$ cat config.mk
export PLATFORM = sky130hd
export DESIGN_NAME = filter_grant_collector_flat
export DESIGN_NICKNAME = d
export VERILOG_FILES = /design/src/rtl/filter_grant_collector_pkg.sv /design/src/rtl/filter_grant_collector_if.sv /design/src/rtl/filter_grant_collector_out_fifo.sv /design/src/rtl/filter_grant_collector.sv /design/src/flat_wrapper.sv
export SDC_FILE = /design/constraint.sdc
export NUM_CORES = 2
export LEC_CHECK = 0
export ABC_AREA = 1
export CAP_MARGIN = 20
export CORE_ASPECT_RATIO = 0.9
export CORE_MARGIN = 2
export CORE_UTILIZATION = 47
export CTS_CLUSTER_SIZE = 14
export DETAILED_ROUTE_END_ITERATION = 8
export SKIP_CTS_REPAIR_TIMING = 1
export SYNTH_ARGS = -nofsm -noshare
export SYNTH_HDL_FRONTEND = slang
export SYNTH_SLANG_ARGS = --single-unit
$ cat constraint.sdc
create_clock -name clk -period 5.48 [get_ports clk]
set_input_delay 1.096 -clock clk [delete_from_list [all_inputs] [get_ports clk]]
set_output_delay 1.096 -clock clk [all_outputs]
set_load 0.02 [all_outputs]
$ cat src/rtl/filter_grant_collector_pkg.sv
// Shared constants and types for the filter grant collector: filter count,
// source index width and the per-filter result word.
package filter_grant_collector_pkg;

  localparam int NUM_FILTERS       = 4;
  localparam int FILTER_IDX_WIDTH  = (NUM_FILTERS > 1) ? $clog2(NUM_FILTERS) : 1;
  localparam int FILTER_DATA_WIDTH = 64;
  localparam int OUT_FIFO_DEPTH    = 8;

  typedef logic [FILTER_DATA_WIDTH-1:0] filter_out_t;

endpackage

$ cat src/rtl/filter_grant_collector_if.sv
// Bundles the filter push side, the arbiter request/grant loop and the
// shared output stream of the grant collector.
interface filter_grant_collector_if #(
  parameter int NUM_FILTERS = filter_grant_collector_pkg::NUM_FILTERS,
  parameter int DATA_WIDTH  = filter_grant_collector_pkg::FILTER_DATA_WIDTH,
  parameter int IDX_WIDTH   = filter_grant_collector_pkg::FILTER_IDX_WIDTH
);

  logic [NUM_FILTERS-1:0]                 i_filter_valid;
  logic [NUM_FILTERS-1:0][DATA_WIDTH-1:0] i_filter_data;
  logic [NUM_FILTERS-1:0]                 o_filter_ready;
  logic [NUM_FILTERS-1:0]                 o_request;
  logic                                   o_arbiter_en;
  logic [NUM_FILTERS-1:0]                 i_grant;
  logic                                   o_out_valid;
  logic [DATA_WIDTH-1:0]                  o_out_data;
  logic [IDX_WIDTH-1:0]                   o_out_src_idx;
  logic                                   i_out_ready;
  logic                                   o_grant_err;

  modport slave (
    input  i_filter_valid, i_filter_data, i_grant, i_out_ready,
    output o_filter_ready, o_request, o_arbiter_en,
    output o_out_valid, o_out_data, o_out_src_idx, o_grant_err
  );

  modport master (
    output i_filter_valid, i_filter_data, i_grant, i_out_ready,
    input  o_filter_ready, o_request, o_arbiter_en,
    input  o_out_valid, o_out_data, o_out_src_idx, o_grant_err
  );

endinterface

$ cat src/rtl/filter_grant_collector_out_fifo.sv
// Single-clock per-filter result FIFO; push is ignored while full and pop
// is ignored while empty, so the caller may drive both unguarded.
module filter_out_fifo #(
  parameter int DATA_WIDTH = 64,
  parameter int DEPTH      = 8
) (
  input  logic                    clk,
  input  logic                    rst_n,
  input  logic                    push_i,
  input  logic [DATA_WIDTH-1:0]   data_i,
  input  logic                    pop_i,
  output logic [DATA_WIDTH-1:0]   head_o,
  output logic                    full_o,
  output logic                    empty_o,
  output logic [$clog2(DEPTH):0]  count_o
);

  localparam int PTR_W = $clog2(DEPTH);
  localparam logic [PTR_W:0]   CNT_FULL = (PTR_W + 1)'(DEPTH);
  localparam logic [PTR_W:0]   CNT_ONE  = (PTR_W + 1)'(1);
  localparam logic [PTR_W-1:0] PTR_ONE  = PTR_W'(1);

  logic [DATA_WIDTH-1:0] mem [DEPTH];
  logic [PTR_W-1:0]      wr_ptr_q, wr_ptr_d;
  logic [PTR_W-1:0]      rd_ptr_q, rd_ptr_d;
  logic [PTR_W:0]        count_q, count_d;
  logic                  push_ok, pop_ok;

  assign full_o  = (count_q == CNT_FULL);
  assign empty_o = (count_q == '0);
  assign count_o = count_q;
  assign head_o  = mem[rd_ptr_q];

  assign push_ok = push_i && !full_o;
  assign pop_ok  = pop_i && !empty_o;

  always_comb begin
    wr_ptr_d = wr_ptr_q;
    rd_ptr_d = rd_ptr_q;
    count_d  = count_q;
    if (push_ok) wr_ptr_d = wr_ptr_q + PTR_ONE;
    if (pop_ok)  rd_ptr_d = rd_ptr_q + PTR_ONE;
    // Simultaneous push and pop leaves the occupancy unchanged.
    case ({push_ok, pop_ok})
      2'b10:   count_d = count_q + CNT_ONE;
      2'b01:   count_d = count_q - CNT_ONE;
      default: count_d = count_q;
    endcase
  end

  always_ff @(posedge clk or negedge rst_n) begin
    if (!rst_n) begin
      wr_ptr_q <= '0;
      rd_ptr_q <= '0;
      count_q  <= '0;
    end else begin
      wr_ptr_q <= wr_ptr_d;
      rd_ptr_q <= rd_ptr_d;
      count_q  <= count_d;
    end
  end

  always_ff @(posedge clk) begin
    if (push_ok) mem[wr_ptr_q] <= data_i;
  end

endmodule

$ cat src/rtl/filter_grant_collector.sv
// Requester side of the filter round-robin arbiter: per-filter FIFOs raise
// requests, the granted FIFO is popped into a single back-pressured output slot.
module filter_grant_collector #(
  parameter int NUM_FILTERS = filter_grant_collector_pkg::NUM_FILTERS,
  parameter int DATA_WIDTH  = filter_grant_collector_pkg::FILTER_DATA_WIDTH,
  parameter int FIFO_DEPTH  = filter_grant_collector_pkg::OUT_FIFO_DEPTH
) (
  input  logic                    clk,
  input  logic                    rst_n,
  filter_grant_collector_if.slave bus
);

  import filter_grant_collector_pkg::FILTER_IDX_WIDTH;

  localparam int CNT_W = $clog2(FIFO_DEPTH) + 1;

  logic [NUM_FILTERS-1:0]                 fifo_full;
  logic [NUM_FILTERS-1:0]                 fifo_empty;
  logic [NUM_FILTERS-1:0]                 fifo_nz;
  logic [NUM_FILTERS-1:0][CNT_W-1:0]      fifo_cnt;
  logic [NUM_FILTERS-1:0][DATA_WIDTH-1:0] fifo_head;
  logic [NUM_FILTERS-1:0]                 pop_sel;

  logic                        arb_en;
  logic                        grant_onehot;
  logic                        pop_valid;
  logic [FILTER_IDX_WIDTH-1:0] pop_idx;

  logic                        out_valid_q, out_valid_d;
  logic [DATA_WIDTH-1:0]       out_data_q, out_data_d;
  logic [FILTER_IDX_WIDTH-1:0] out_idx_q, out_idx_d;
  logic                        grant_err_q, grant_err_d;

  function automatic logic is_onehot(input logic [NUM_FILTERS-1:0] v);
    return ($countones(v) == 1);
  endfunction

  function automatic logic [FILTER_IDX_WIDTH-1:0] onehot_to_idx(
    input logic [NUM_FILTERS-1:0] oh
  );
    logic [FILTER_IDX_WIDTH-1:0] idx;
    idx = '0;
    for (int i = 0; i < NUM_FILTERS; i++) begin
      if (oh[i]) idx = idx | FILTER_IDX_WIDTH'(i);
    end
    return idx;
  endfunction

  for (genvar k = 0; k < NUM_FILTERS; k++) begin : g_fifo
    filter_out_fifo #(
      .DATA_WIDTH (DATA_WIDTH),
      .DEPTH      (FIFO_DEPTH)
    ) u_fifo (
      .clk     (clk),
      .rst_n   (rst_n),
      .push_i  (bus.i_filter_valid[k]),
      .data_i  (bus.i_filter_data[k]),
      .pop_i   (pop_sel[k]),
      .head_o  (fifo_head[k]),
      .full_o  (fifo_full[k]),
      .empty_o (fifo_empty[k]),
      .count_o (fifo_cnt[k])
    );
    assign fifo_nz[k] = (fifo_cnt[k] != '0);
  end

  // Ready and request come only from registered FIFO occupancy.
  assign bus.o_filter_ready = ~fifo_full;
  assign bus.o_request      = ~fifo_empty;
  assign arb_en             = !out_valid_q || bus.i_out_ready;
  assign bus.o_arbiter_en   = arb_en;

  assign grant_onehot = is_onehot(bus.i_grant);
  assign pop_valid    = arb_en && grant_onehot && ((bus.i_grant & fifo_nz) != '0);
  assign pop_sel      = pop_valid ? bus.i_grant : '0;
  assign pop_idx      = onehot_to_idx(bus.i_grant);

  always_comb begin
    out_valid_d = out_valid_q;
    out_data_d  = out_data_q;
    out_idx_d   = out_idx_q;
    // Any nonzero grant that does not produce a pop is an arbiter protocol error.
    grant_err_d = grant_err_q || ((bus.i_grant != '0) && !pop_valid);
    if (pop_valid) begin
      out_valid_d = 1'b1;
      out_data_d  = fifo_head[pop_idx];
      out_idx_d   = pop_idx;
    end else if (bus.i_out_ready) begin
      out_valid_d = 1'b0;
    end
  end

  always_ff @(posedge clk or negedge rst_n) begin
    if (!rst_n) begin
      out_valid_q <= 1'b0;
      out_data_q  <= '0;
      out_idx_q   <= '0;
      grant_err_q <= 1'b0;
    end else begin
      out_valid_q <= out_valid_d;
      out_data_q  <= out_data_d;
      out_idx_q   <= out_idx_d;
      grant_err_q <= grant_err_d;
    end
  end

  assign bus.o_out_valid   = out_valid_q;
  assign bus.o_out_data    = out_data_q;
  assign bus.o_out_src_idx = out_idx_q;
  assign bus.o_grant_err   = grant_err_q;

endmodule

$ cat src/flat_wrapper.sv
// flat-port wrapper written by rule: the top's interface ports become plain ports
module filter_grant_collector_flat import filter_grant_collector_pkg::FILTER_IDX_WIDTH;
#(
  parameter int NUM_FILTERS = filter_grant_collector_pkg::NUM_FILTERS,
  parameter int DATA_WIDTH  = filter_grant_collector_pkg::FILTER_DATA_WIDTH,
  parameter int FIFO_DEPTH  = filter_grant_collector_pkg::OUT_FIFO_DEPTH
)
  (clk, rst_n, bus_i_filter_valid, bus_i_filter_data, bus_i_grant, bus_i_out_ready, bus_o_filter_ready, bus_o_request, bus_o_arbiter_en, bus_o_out_valid, bus_o_out_data, bus_o_out_src_idx, bus_o_grant_err);
  filter_grant_collector_if #(.NUM_FILTERS(NUM_FILTERS), .DATA_WIDTH(DATA_WIDTH)) bus_i ();
  input  logic clk;
  input  logic rst_n;
  input wire logic [$bits(bus_i.i_filter_valid)-1:0] bus_i_filter_valid;
  input wire logic [$bits(bus_i.i_filter_data)-1:0] bus_i_filter_data;
  input wire logic [$bits(bus_i.i_grant)-1:0] bus_i_grant;
  input wire logic [$bits(bus_i.i_out_ready)-1:0] bus_i_out_ready;
  output wire logic [$bits(bus_i.o_filter_ready)-1:0] bus_o_filter_ready;
  output wire logic [$bits(bus_i.o_request)-1:0] bus_o_request;
  output wire logic [$bits(bus_i.o_arbiter_en)-1:0] bus_o_arbiter_en;
  output wire logic [$bits(bus_i.o_out_valid)-1:0] bus_o_out_valid;
  output wire logic [$bits(bus_i.o_out_data)-1:0] bus_o_out_data;
  output wire logic [$bits(bus_i.o_out_src_idx)-1:0] bus_o_out_src_idx;
  output wire logic [$bits(bus_i.o_grant_err)-1:0] bus_o_grant_err;
  assign bus_i.i_filter_valid = bus_i_filter_valid;
  assign bus_i.i_filter_data = bus_i_filter_data;
  assign bus_i.i_grant = bus_i_grant;
  assign bus_i.i_out_ready = bus_i_out_ready;
  assign bus_o_filter_ready = bus_i.o_filter_ready;
  assign bus_o_request = bus_i.o_request;
  assign bus_o_arbiter_en = bus_i.o_arbiter_en;
  assign bus_o_out_valid = bus_i.o_out_valid;
  assign bus_o_out_data = bus_i.o_out_data;
  assign bus_o_out_src_idx = bus_i.o_out_src_idx;
  assign bus_o_grant_err = bus_i.o_grant_err;
  filter_grant_collector #(.NUM_FILTERS(NUM_FILTERS), .DATA_WIDTH(DATA_WIDTH), .FIFO_DEPTH(FIFO_DEPTH)) u_core (.clk(clk), .rst_n(rst_n), .bus(bus_i));
endmodule
# --- Word level (Yosys, flattened, before mapping) ---
# Memories as Yosys holds them, arrays and structs flattened.
# Index checks and enable logic that the tools add are counted.
classes:
  addsub: 19
  div: 0
  magnitude_cmp: 1
  multipliers: 0
  reduce_logical: 38
  bitwise: 3
  muxes: 20
  eq_ne: 13
  shift: 0
ops:
  columns: ["operator", "n"]
  rows:
  - ["64-bit binary-select mux with 2-bit select", 1]
  - ["64-bit two-way mux", 1]
  - ["32-bit adder", 1]
  - ["32-bit by 2-bit equality test with 1-bit output, second input constant", 1]
  - ["4-bit one-hot mux with 2 select lines", 4]
  - ["3-bit by 1-bit adder with 3-bit output, second input constant", 8]
  - ["4-bit nonzero test", 6]
  - ["4-bit by 1-bit adder with 4-bit output, second input constant", 4]
  - ["4-bit equality test, second input constant", 4]
  - ["4-bit logical NOT", 4]
  - ["4-bit by 1-bit subtractor with 4-bit output, second input constant", 4]
  - ["1-bit logical AND", 11]
  - ["1-bit two-way mux", 11]
  - ["1-bit logical NOT", 10]
  - ["2-bit nonzero test", 5]
  - ["2-bit by 1-bit equality test with 1-bit output, second input constant", 4]
  - ["2-bit equality test, second input constant", 4]
  - ["4-bit inverter", 2]
  - ["1-bit by 1-bit adder with 2-bit output", 2]
  - ["4-bit AND", 1]
  - ["2-bit two-way mux", 2]
  - ["4-bit two-way mux", 1]
  - ["2-bit by 3-bit less-than comparator with 1-bit output, second input constant", 1]
  - ["1-bit logical OR", 2]
totals:
  wordCells: 114
  n_memories: 4
  mem_bits_ro: 0
  regBits: 108
  latchBits: 0
  inputBits: 267
  mem_bits_rw: 2048
memory_table:
  columns: ["memory", "depth", "width", "rd", "rd_ports_with_merged_regs", "write_ports", "line_no", "text"]
  rows:
  - ["u_core.g_fifo[0].u_fifo.mem", 8, 64, 1, 0, 1, "filter_grant_collector_out_fifo.sv:23", "logic [DATA_WIDTH-1:0] mem [DEPTH];"]
  - ["u_core.g_fifo[1].u_fifo.mem", 8, 64, 1, 0, 1, "filter_grant_collector_out_fifo.sv:23", null]
  - ["u_core.g_fifo[2].u_fifo.mem", 8, 64, 1, 0, 1, "filter_grant_collector_out_fifo.sv:23", null]
  - ["u_core.g_fifo[3].u_fifo.mem", 8, 64, 1, 0, 1, "filter_grant_collector_out_fifo.sv:23", null]

# --- Depth between registers and ports, before layout ---
logic_depth:
  word_depth: 9
  ltp_mapped: 16
  depth_no_buf: 15

# --- Hierarchy ---
# Synthesis repeated with hierarchy kept, for this count alone.
hier_totals:
  hier_cells: 10068
  area_unflattened_um2: 95907.0
by_module_without_submodules:
  columns: ["module", "area_per_inst_um2", "instances", "cells_per_inst"]
  rows:
  - ["filter_out_fifo", 22649.2, 4, 2292]
  - ["filter_grant_collector", 5310.1, 1, 900]

# --- Worst setup path after synthesis ---
# No wires, ideal clock.
synth_timing:
  path_type: "input to register"
  from: "input port bus_i_filter_valid[3]"
  to: "memory u_core.g_fifo[3].u_fifo.mem[0][0] (enable)"
  required_ns: 4.994
  t_arrival_ns: 4.216
  path_buffers: 0
  setup_time_ns: 0.486
  cell_stages: 3
  setup_slack_ns: 0.778
  cell_sequence: "nand2_1 -> or2_2 -> nor2_1"
synth_via:
  elab_chain_cells: 3
synth_rtl:
  columns: ["element", "line_no", "text"]
  rows:
  - ["start: declaration", "flat_wrapper.sv:12", "input wire logic [$bits(bus_i.i_filter_valid)-1:0] bus_i_filter_valid;"]
  - ["1-bit logical AND", "filter_grant_collector_out_fifo.sv:34", "assign push_ok = push_i && !full_o;"]
  - ["1-bit two-way mux", "filter_grant_collector_out_fifo.sv:64", "if (push_ok) mem[wr_ptr_q] <= data_i;"]
  - ["1-bit two-way mux (not written as such)", "filter_grant_collector_out_fifo.sv:64", null]
  - ["end: declaration", "filter_grant_collector_out_fifo.sv:23", null]
# No other way between the ends.

# --- Worst setup path after layout ---
layout_timing:
  from: "input port bus_i_grant[2]"
  to: "register u_core.g_fifo[3].u_fifo.count_q[3]"
layout_via:
  elab_chain_cells: 9
  word_cells_on_any_way: 13
  cone_classes: "2 x add/sub; 3 x eq/ne; 2 x mux; 1 x bitwise; 5 x reduce/logical"
layout_rtl:
  columns: ["element", "line_no", "text"]
  rows:
  - ["start: declaration", "flat_wrapper.sv:14", "input wire logic [$bits(bus_i.i_grant)-1:0] bus_i_grant;"]
  - ["1-bit by 1-bit adder with 2-bit output (not written as such)", "filter_grant_collector.sv:35", "return ($countones(v) == 1);"]
  - ["32-bit adder (not written as such)", "filter_grant_collector.sv:35", null]
  - ["32-bit by 2-bit equality test with 1-bit output", "filter_grant_collector.sv:35", null]
  - ["1-bit logical AND", "filter_grant_collector.sv:74", "assign pop_valid = arb_en && grant_onehot && ((bus.i_grant & fifo_nz) != '0);"]
  - ["1-bit logical AND (*)", "filter_grant_collector.sv:74", null]
  - ["4-bit two-way mux (*)", "filter_grant_collector.sv:75", "assign pop_sel = pop_valid ? bus.i_grant : '0;"]
  - ["1-bit logical AND (*)", "filter_grant_collector_out_fifo.sv:35", "assign pop_ok = pop_i && !empty_o;"]
  - ["via u_core.g_fifo[3].u_fifo.pop_ok", "filter_grant_collector_out_fifo.sv:27", "logic push_ok, pop_ok;"]
  - ["2-bit by 1-bit equality test with 1-bit output / 2-bit equality test (equally long branches)", "filter_grant_collector_out_fifo.sv:44", "case ({push_ok, pop_ok})"]
  - ["4-bit one-hot mux with 2 select lines / 2-bit nonzero test (equally long branches)", null, null]
  - ["end signal: assignment", "filter_grant_collector_out_fifo.sv:59", "count_q <= count_d;"]
  - ["end: declaration", "filter_grant_collector_out_fifo.sv:26", "logic [PTR_W:0] count_q, count_d;"]
# The timed path passes the listed nets; every way through them passes the cells marked *.
# A chain may end at the register's enable or synchronous reset.

==> results.md <==
* Row Count at 151
* WP data arrival at 5250 ps
* Synthesized cell area at 0.0886 sq mm
* Syn avg cell area at between 10 and 15 sq um
* Placed Cells at between 10000 and 15000
* Placed Area at ~0.095 sq mm
* RSZ-0062 raised after global routing: false
* First-pass GRT wire length at 369 mm
* Critical path required time at 6220 ps
* Post-synthesis register bit count at 2156
* CP Cell Sequence: clkdlybuf4s50_1, inv_1, ha_1, ha_1, fa_1, nor3b_1, nand2_1, nor2_4, inv_2, nor2_1, ha_1, ha_1, a21oi_1, o21ai_0, xor2_1, mux2_2
* Fin crit share at 82.4%
* Die footprint at 0.192 sq mm
* TritonCTS clock tree: yes
* Max incr delay on CP at 820 ps
* HP Class: in -> async
* Final Cell Area at 0.102 sq mm
* Slew @ Worst Pin at between 1000 and 1500 ps
* Final Hold Fails at 0
* Seq/Total Area, Yosys at between 70% and 80%
* Root buf cell: clkbuf_16
* Post-route insts no fill at 10895
* Fmax at 0.221 GHz
* Initial DRC Count at ~7000
* DR pass1 iterations at 7
* Clk_skew at between 30 and 40 ps
* WL/cell at around 23 um
* Crit end category: register
* Core Area at 0.188 sq mm
* CP startpoint: bus_i_grant[2]
* Drt via density at 5.38
* Filler Cells Inserted at around 16000
* GRT Overall Usage at 26.3%
* Yosys cell types at 29
* Post-route ant nets at 0
* Syn_nets at about 8000
* Chip height at ~420 um
* Initial core utilization at a little under half
* VDD IR-drop max at roughly 420 uV
* Remaining Overflow, GRT at 0
* Final Max Slew Viols at 0
* Cts bufs inserted at 215
* Leakage Power at 39.0 nW
* Pwr dens at 530 mW/mm^2
* Register area at between 0.06 and 0.07 sq mm
* Initial antenna violation count at 62
* Slowest CP cell: clkdlybuf4s50_1
* Input/output buffers at approximately 340
* R2r startpoint: u_core.g_fifo[2].u_fifo.rd_ptr_q[0]$_DFFE_PN0P_
* Pin count of the biggest net entering global routing at roughly 220
* CTS clock-pin slew for the worst setup and hold paths at 60 ps
* RD Place Congestion at 0.905
* Final wirelength at ~260 mm
* WS Path Type: in -> reg
* Synth Instances at 7937
* Multi-input logic area at 0.0209 sq mm
* Longest Clk Path Bufs at 3
* CP startpoint kind: input pin
* Headroom to the max-slew limit at roughly 3.8%
* Area Overhead vs Synth at 14.7%
* Crit-path most repeated cell: ha_1
* Final setup viols at 0
* Synthesis Warnings at 0
* H-tree levels at 4
* Layout Nets at 8463
* Setup TNS at 0 ps
* Share of layout cells above drive strength 1 at 5.78%
* Post-route minimum period at 4520 ps
* Vias at 58609
* Clk Latency, worst-skew pair at 870 ps
* I/O pins at 344
* Sink Count at 2156
* Max-capacitance violation count at 0
* DIE WIDTH at roughly 460 um
* Final HPWL DP at roughly 150 mm
* Layout Utilization at 54.1%
* Outcome: finished clean
* DRC errors left at 0
* Worst-path maximum fanout at 11
* Vias in the first global route at 53754
==> state kept, by name, summed over array words and instances (netlist names) <==
name and count:
u_core.bus.o_out_data 64, u_core.g_fifo.u_fifo.rd_ptr_q 12, u_core.g_fifo.u_fifo.mem 2048, u_core.bus.o_grant_err 1, u_core.bus.o_out_src_idx 2, u_core.g_fifo.u_fifo.wr_ptr_q 12
u_core.g_fifo.u_fifo.count_o 16, u_core.bus.o_out_valid 1
==> final timing paths <==
check,end,slack (ps),depth (start not counted)
worst max-delay path,u_core.g_fifo[3].u_fifo.count_o[3]$_DFFE_PN0P_,960,16
worst min-delay path,u_core.g_fifo[0].u_fifo.wr_ptr_q[0]$_DFFE_PN0P_,220,1
worst max register to register,u_core.bus.o_out_data[29]$_DFFE_PN0N_,2180,10
worst min register to register,u_core.g_fifo[2].u_fifo.count_o[0]$_DFFE_PN0P_,500,1
max in group asynchronous,u_core.g_fifo[3].u_fifo.rd_ptr_q[1]$_DFFE_PN0P_,4060,2
min in group clk,u_core.g_fifo[2].u_fifo.count_o[0]$_DFFE_PN0P_,500,1
==> layout make-up <==
class	instances	share of cell area, %
Timing Repair Buffer	452	4.67
Clock inverter	135	1.09
Tap cell	2524	3.11
Antenna cell	32	0.0788
Inverter	490	1.85
Sequential cell	2156	63.2
Multi-Input combinational cell	4850	20.6
Clock buffer	256	5.45
==> cells in the final DEF (no fill, tap or decap), types with 5 or more instances in the layout <==
cell / n
clkdlybuf4s50_1: 342
buf_4: 70
clkinv_1: 59
diode_2: 32
dfrtp_4: 8
clkinvlp_4: 7
dfrtp_1: 96
nor2_4: 35
bufinv_16: 13
clkbuf_16: 215
inv_1: 476
o21ai_0: 80
nor2_1: 269
fa_1: 5
buf_12: 38
inv_6: 5
clkinv_2: 42
clkbuf_1: 40
ha_1: 26
nand3_1: 1415
nand2_1: 2964
xor2_1: 21
inv_16: 7
a21oi_1: 6
nand2_2: 6
edfxtp_1: 2048
inv_4: 5
==> power breakdown <==
part           switching [W]  internal [W]
clock network        0.00625       0.00782
logic                 0.0127       0.00470
registers            0.00160        0.0208
==> per-layer routing <==
metal  routed length (um)  vias up  GRT usage [%]
met4                12300       28           13.2
met2               115000     2307           38.3
met1               108000    28562           37.9
li1                     -    27271              -
met5                  194        -              0
met3                19900      441           4.86
==> cells by family (layout without fill, tap and decap cells) <==
logic type	count (synthesis)	after routing	synth area share [%]
flops	2156	2156	72.4
mux	4	4	0.0508
xor+xnor	25	25	0.247
buf+inv	931	1333	4.30
other cells	0	32	0
simple gates	4703	4703	22.0
fa+ha+maj	31	31	0.480
compound gates	87	87	0.494
==> synth_stat cells <==
library cell	number	share of area, %
nor2_4	2	0.025
a21oi_1	6	0.034
ha_1	26	0.37
buf_4	10	0.085
nand3_1	1415	8.0
edfxtp_1	2048	69
clkinv_1	2	0.0085
or2_2	4	0.028
xnor2_1	4	0.040
nor3_2	1	0.011
clkbuf_1	178	0.75
nand3b_1	4	0.034
xor2_1	21	0.21
nor2_2	3	0.021
buf_6	6	0.076
nand2_1	2964	13
buf_1	61	0.26
a21o_1	1	0.0085
inv_1	483	2.0
nor2_1	302	1.3
o21ai_0	80	0.45
fa_1	5	0.11
nor3b_1	1	0.0085
buf_2	186	1.1
nand2_2	6	0.042
mux2_2	4	0.051
inv_2	5	0.021
nor3_4	1	0.018
dfrtp_1	108	3.0
==> metrics by stage <==
step	setup slack [ps]	hold slack, ps	power, W
after floorplan	778	468	0.0327
after global placement	183	484	0.0397
after global routing	764	244	0.0564
after detailed placement	169	491	0.0400
final	964	224	0.0539
after CTS	1080	204	0.0540
==> critical path, delay by kind of cell <==
family / cells / cell delay [ps]
AO/OA/AOI/OAI: 2 / 260
XOR/XNOR: 1 / 150
adder cells (fa/ha/maj): 5 / 1610
multiplexers: 1 / 270
AND/OR/NAND/NOR: 4 / 750
buffers and inverters: 3 / 1090
Power figures use the tool's default switching activity.
